==> config.mk <==
export PLATFORM = sky130hd
export DESIGN_NAME = timer_loader_flat
export DESIGN_NICKNAME = d
export VERILOG_FILES = /design/src/rtl/timer_loader_if.sv /design/src/rtl/timer_loader.sv /design/src/flat_wrapper.sv
export SDC_FILE = /design/constraint.sdc
export NUM_CORES = 1
export LEC_CHECK = 0
export BUFFER_PORTS_ARGS = -buffer_cell sky130_fd_sc_hd__clkbuf_2
export CAP_MARGIN = 40
export CORE_UTILIZATION = 50
export DETAILED_ROUTE_END_ITERATION = 12
export GPL_TIMING_DRIVEN = 1
export HOLD_SLACK_MARGIN = 0.08
export PLACE_DENSITY = 0.77
export SLEW_MARGIN = 5
export SYNTH_ARGS = -nofsm -noshare
export SYNTH_HDL_FRONTEND = slang
export SYNTH_SLANG_ARGS = --single-unit
==> constraint.sdc <==
create_clock -name clock -period 3.33 [get_ports clock]
set_clock_uncertainty 0.1 [all_clocks]
set_input_delay 0.4995 -clock clock [delete_from_list [all_inputs] [get_ports clock]]
set_output_delay 0.4995 -clock clock [all_outputs]
set_load 0.005 [all_outputs]
==> src/rtl/timer_loader_if.sv <==
// timer_loader_if: keypad-side entry signals and timer load bus of timer_loader.
interface timer_loader_if;
  logic       key_valid;
  logic [3:0] key_code;
  logic       start;
  logic       cancel;
  logic [3:0] data_out;
  logic       loadn;
  logic       busy;
  logic       load_done;
  logic       error;
  logic [3:0] entry_mins;
  logic [3:0] entry_tens;
  logic [3:0] entry_ones;
  logic [1:0] digit_count;
  modport master (
    output key_valid, key_code, start, cancel,
    input  data_out, loadn, busy, load_done, error,
    input  entry_mins, entry_tens, entry_ones, digit_count
  );
  modport slave (
    input  key_valid, key_code, start, cancel,
    output data_out, loadn, busy, load_done, error,
    output entry_mins, entry_tens, entry_ones, digit_count
  );
endinterface

==> src/rtl/timer_loader.sv <==
// timer_loader: buffers a 3-digit m:ss keypad entry and shifts it into the timer with three load strobes.
// Optional macro TIMER_LOADER_CLAMP_EN: clamp an out-of-range entry at start instead of rejecting it.
module timer_loader #(
  parameter logic [3:0] MAX_SEC_TENS = 4'd5,
  parameter logic [3:0] MAX_MINS     = 4'd9
) (
  input logic           clock,
  input logic           clear,
  timer_loader_if.slave bus
);
  typedef enum logic [2:0] {IDLE, LOAD_M, LOAD_T, LOAD_O, DONE} state_t;
  state_t state;
  // Entry buffer, start validation and the mins->tens->ones load sequence, all outputs registered.
  always_ff @(posedge clock or negedge clear) begin
    if (!clear) begin
      state           <= IDLE;
      bus.entry_mins  <= 4'd0;
      bus.entry_tens  <= 4'd0;
      bus.entry_ones  <= 4'd0;
      bus.digit_count <= 2'd0;
      bus.data_out    <= 4'd0;
      bus.loadn       <= 1'b1;
      bus.busy        <= 1'b0;
      bus.load_done   <= 1'b0;
      bus.error       <= 1'b0;
    end else begin
      bus.load_done <= 1'b0;
      case (state)
        IDLE: begin
          if (bus.cancel) begin
            bus.entry_mins  <= 4'd0;
            bus.entry_tens  <= 4'd0;
            bus.entry_ones  <= 4'd0;
            bus.digit_count <= 2'd0;
            bus.error       <= 1'b0;
          end else if (bus.start) begin
            if (bus.digit_count != 2'd0) begin
`ifdef TIMER_LOADER_CLAMP_EN
              // Minutes can only exceed the limit if MAX_MINS is set below 9; clamp it too so the load stays legal.
              if (bus.entry_mins > MAX_MINS) bus.entry_mins <= MAX_MINS;
              if (bus.entry_tens > MAX_SEC_TENS) begin
                bus.entry_tens <= MAX_SEC_TENS;
                bus.entry_ones <= 4'd9;
              end
              state        <= LOAD_M;
              bus.busy     <= 1'b1;
              bus.loadn    <= 1'b0;
              bus.data_out <= (bus.entry_mins > MAX_MINS) ? MAX_MINS : bus.entry_mins;
`else
              if (bus.entry_tens > MAX_SEC_TENS || bus.entry_mins > MAX_MINS) begin
                bus.error <= 1'b1;
              end else begin
                state        <= LOAD_M;
                bus.busy     <= 1'b1;
                bus.loadn    <= 1'b0;
                bus.data_out <= bus.entry_mins;
              end
`endif
            end
          end else if (bus.key_valid && bus.key_code <= 4'd9) begin
            bus.entry_mins  <= bus.entry_tens;
            bus.entry_tens  <= bus.entry_ones;
            bus.entry_ones  <= bus.key_code;
            bus.digit_count <= (bus.digit_count == 2'd3) ? 2'd3 : bus.digit_count + 2'd1;
            bus.error       <= 1'b0;
          end
        end
        LOAD_M: begin
          state        <= LOAD_T;
          bus.data_out <= bus.entry_tens;
        end
        LOAD_T: begin
          state        <= LOAD_O;
          bus.data_out <= bus.entry_ones;
        end
        LOAD_O: begin
          state           <= DONE;
          bus.loadn       <= 1'b1;
          bus.data_out    <= 4'd0;
          bus.busy        <= 1'b0;
          bus.load_done   <= 1'b1;
          bus.entry_mins  <= 4'd0;
          bus.entry_tens  <= 4'd0;
          bus.entry_ones  <= 4'd0;
          bus.digit_count <= 2'd0;
        end
        default: state <= IDLE;
      endcase
    end
  end
endmodule

==> src/flat_wrapper.sv <==
// flat-port wrapper written by rule: the top's interface ports become plain ports
module timer_loader_flat 
#(
  parameter logic [3:0] MAX_SEC_TENS = 4'd5,
  parameter logic [3:0] MAX_MINS     = 4'd9
)
  (clock, clear, bus_key_valid, bus_key_code, bus_start, bus_cancel, bus_data_out, bus_loadn, bus_busy, bus_load_done, bus_error, bus_entry_mins, bus_entry_tens, bus_entry_ones, bus_digit_count);
  timer_loader_if bus_i ();
  input logic clock;
  input logic clear;
  input wire logic [$bits(bus_i.key_valid)-1:0] bus_key_valid;
  input wire logic [$bits(bus_i.key_code)-1:0] bus_key_code;
  input wire logic [$bits(bus_i.start)-1:0] bus_start;
  input wire logic [$bits(bus_i.cancel)-1:0] bus_cancel;
  output wire logic [$bits(bus_i.data_out)-1:0] bus_data_out;
  output wire logic [$bits(bus_i.loadn)-1:0] bus_loadn;
  output wire logic [$bits(bus_i.busy)-1:0] bus_busy;
  output wire logic [$bits(bus_i.load_done)-1:0] bus_load_done;
  output wire logic [$bits(bus_i.error)-1:0] bus_error;
  output wire logic [$bits(bus_i.entry_mins)-1:0] bus_entry_mins;
  output wire logic [$bits(bus_i.entry_tens)-1:0] bus_entry_tens;
  output wire logic [$bits(bus_i.entry_ones)-1:0] bus_entry_ones;
  output wire logic [$bits(bus_i.digit_count)-1:0] bus_digit_count;
  assign bus_i.key_valid = bus_key_valid;
  assign bus_i.key_code = bus_key_code;
  assign bus_i.start = bus_start;
  assign bus_i.cancel = bus_cancel;
  assign bus_data_out = bus_i.data_out;
  assign bus_loadn = bus_i.loadn;
  assign bus_busy = bus_i.busy;
  assign bus_load_done = bus_i.load_done;
  assign bus_error = bus_i.error;
  assign bus_entry_mins = bus_i.entry_mins;
  assign bus_entry_tens = bus_i.entry_tens;
  assign bus_entry_ones = bus_i.entry_ones;
  assign bus_digit_count = bus_i.digit_count;
  timer_loader #(.MAX_SEC_TENS(MAX_SEC_TENS), .MAX_MINS(MAX_MINS)) u_core (.clock(clock), .clear(clear), .bus(bus_i));
endmodule
==> flow_metrics.env <==
export IMPL_p_per_area_nw_per_um2=569.8
export IMPL_avgSynthCellArea_sq_um=9.586
export IMPL_fin_setup_tns_ns=0
export IMPL_pin_count=31
export IMPL_synthDistinctLibCells=30
export IMPL_die_h_microns=53.07
export IMPL_period_share=0.7637
export IMPL_arrival_ns=2.65
export IMPL_hpwlAfterDp_microns=2092
export IMPL_drtPass1Iterations=8
export IMPL_seqCellArea_sq_um=626.9
export IMPL_num_nets_final=170
export IMPL_synth_area_leader_cell="dfrtp_1"
export IMPL_gr_usage_all_layers=0.2500
export IMPL_syn_to_final_growth_pct=11.80
export IMPL_avgViaCountPerCell=6.063
export IMPL_maxSlewHeadroom=0.4702
export IMPL_initial_core_util=0.5263
export IMPL_vias=1152
export IMPL_status="finished with violations"
export IMPL_violations="design-rule violations"
export IMPL_setup_viol=0
export IMPL_dieArea_sq_um=2816
export IMPL_async_flop_share=1.000
export IMPL_utilization=0.5884
export IMPL_drc=1
export IMPL_worst_setup_path_start_kind="flip-flop"
export IMPL_grtUsageMet2=0.3903
export IMPL_cts_setup_buffers=0
export IMPL_cts_resized=0
export IMPL_holdBufCountCts=0
export IMPL_worstPathMaxFanout=27
export IMPL_finalMaxSlewViolations=0
export IMPL_wl_microns=3007
export IMPL_ys_seq_elements=25
export IMPL_yosysWarnings=0
export IMPL_grt_pass1_wl_microns=5037
export IMPL_avgRoutedWirePerCell_microns=15.83
export IMPL_worst_skew_pair_late_latency_ns=0.32
export IMPL_layout_drive_gt1_share=0.2750
export IMPL_syn_cell_area_sq_um=1304
export IMPL_tightest_slew_ns=0.7947
export IMPL_grt_setup_unrepaired="false"
export IMPL_max_cap_violations=0
export IMPL_gp_congestion=0.8479
export IMPL_antenna_found_initial=0
export IMPL_multi_input_area_sq_um=600.6
export IMPL_busiest_layer="met2"
export IMPL_cp_required_ns=3.44
export IMPL_synth_nets=145
export IMPL_htreeDepth=1
export IMPL_synth_area_leaders="dfrtp_1, a221oi_1, nand2_1"
export IMPL_port_buffers=30
export IMPL_synth_most_common_cell="nand2_1"
export IMPL_ys_seq_area_frac=0.4808
export IMPL_met1_usage=0.3558
export IMPL_antenna_left=0
export IMPL_clk_pin_slew_worst_paths_ns=0.15
export IMPL_max_vdd_ir_drop_v=0.0004917
export IMPL_clockBufferDepth=2
export IMPL_min_path_type="in -> async"
export IMPL_rows=18
export IMPL_diodes=0
export IMPL_max_freq_mhz=393.2
export IMPL_synth_edf_count=0
export IMPL_cts_sink_count=25
export IMPL_final_hold_violation_count=0
export IMPL_drt_iter0_drc=24
export IMPL_synth_cells=136
export IMPL_yosys_top_cells_count="nand2_1, dfrtp_1, o21ai_0, a221oi_1"
export IMPL_globalRouteMet3Util=0.02586
export IMPL_cts_buffers=3
export IMPL_fillers=231
export IMPL_ctsRootBufferMaster="clkbuf_4"
export IMPL_core_area_sq_um=2477
export IMPL_placed_area_sq_um=1430
export IMPL_grt_overflow_total=0
export IMPL_tritoncts="built"
export IMPL_post_route_cell_area_sq_um=1458
export IMPL_die_x_microns=53.07
export IMPL_grt_max_degree=28
export IMPL_critPathCaptureType="flip-flop"
export IMPL_leakagePower_uw=0.0006536
export IMPL_finalCriticalPeriod_ns=2.543
export IMPL_grt_pass1_vias=1095
export IMPL_path_class="reg -> reg"
export IMPL_hold_ws_ns=0.06202
export IMPL_synth_flop_cell="dfrtp_1"
export IMPL_synth_top_area_frac=0.4607
cell type report:
type	count	share of cell area
clock buffers	3	0.01545
clock inverters	1	0.003433
well taps	30	0.02575
repair buffers	30	0.1030
inverters	4	0.01030
multi-input cells	97	0.4120
flip-flops and latches	25	0.4300
worst max-delay path, cell delays in order (launching register included):
cell and delay (ns):
dfrtp_1 0.56, or3_1 0.77, nor3_4 0.58, nand2_1 0.12, a221oi_1 0.30
registers in the layout (all words and copies together), names as in the netlist:
signal and flops:
u_core.bus.entry_ones 4, u_core.bus.entry_tens 4, u_core.bus.load_done 1, u_core.bus.entry_mins 4, u_core.bus.loadn 1, u_core.state 3
u_core.bus.data_out 4, u_core.bus.busy 1, u_core.bus.digit_count 2, u_core.bus.error 1
final timing paths:
check                                      endpoint  slack (ns)              startpoint  depth (start not counted)
min                          u_core.bus.data_out[1]        0.06                   clear                          1
min reg2reg                  u_core.bus.data_out[0]        0.43  u_core.bus.data_out[0]                          1
max                        u_core.bus.entry_tens[2]        0.79         u_core.state[1]                          4
min in group clock         u_core.bus.entry_ones[0]        0.30         bus_key_code[0]                          3
max in group asynchronous  u_core.bus.entry_tens[0]        2.66                   clear                          1
max reg2reg                u_core.bus.entry_tens[2]        0.79         u_core.state[1]                          4
report_power, final:
part           total (uW)  internal, uW  switching (uW)
Sequential            415           348            67.1
Combinational         276          98.6             177
Clock                 139          45.0            94.2
Total                 831           492             339
cell families (layout without fill, tap and decap cells):
kind of cell	after synthesis	count (layout)	share of synthesized area
compound gates	51	51	0.2668
xor+xnor	1	1	0.006719
buf+inv	14	38	0.05853
flops	25	25	0.4808
mux	4	4	0.03455
simple gates	41	41	0.1526
through the flow:
step	setup slack, ns	cells	total power, uW
6_report	0.7869	190	830.5
5_1_grt	0.5865	190	887.4
4_1_cts	0.7860	190	833.8
3_5_place_dp	0.8271	186	696.0
3_3_place_gp	0.9771	186	679.8
2_1_floorplan	1.523	136	646.2
cell usage in the layout, fill, tap and decap left out, drive strengths merged:
cell type / n
xnor2: 1
o21a: 3
dfrtp: 24
a221oi: 12
a21bo: 1
nor2: 3
clkbuf: 33
a211oi: 2
a32oi: 4
clkinv: 1
nor3: 2
mux2: 4
a21o: 1
and4bb: 1
a31oi: 2
inv: 4
nand2b: 1
or2: 1
o31a: 1
nor2b: 3
and2b: 2
nand2: 27
o21ai: 19
or3: 1
dfstp: 1
a21oi: 5
o221a: 1
routing by layer:
metal,vias to the layer above,part of all wire
li1,552,-
met1,556,0.48
met2,42,0.47
met3,2,0.049
met4,0,0.0067
met5,-,0
(Power assumes the default switching activity.)
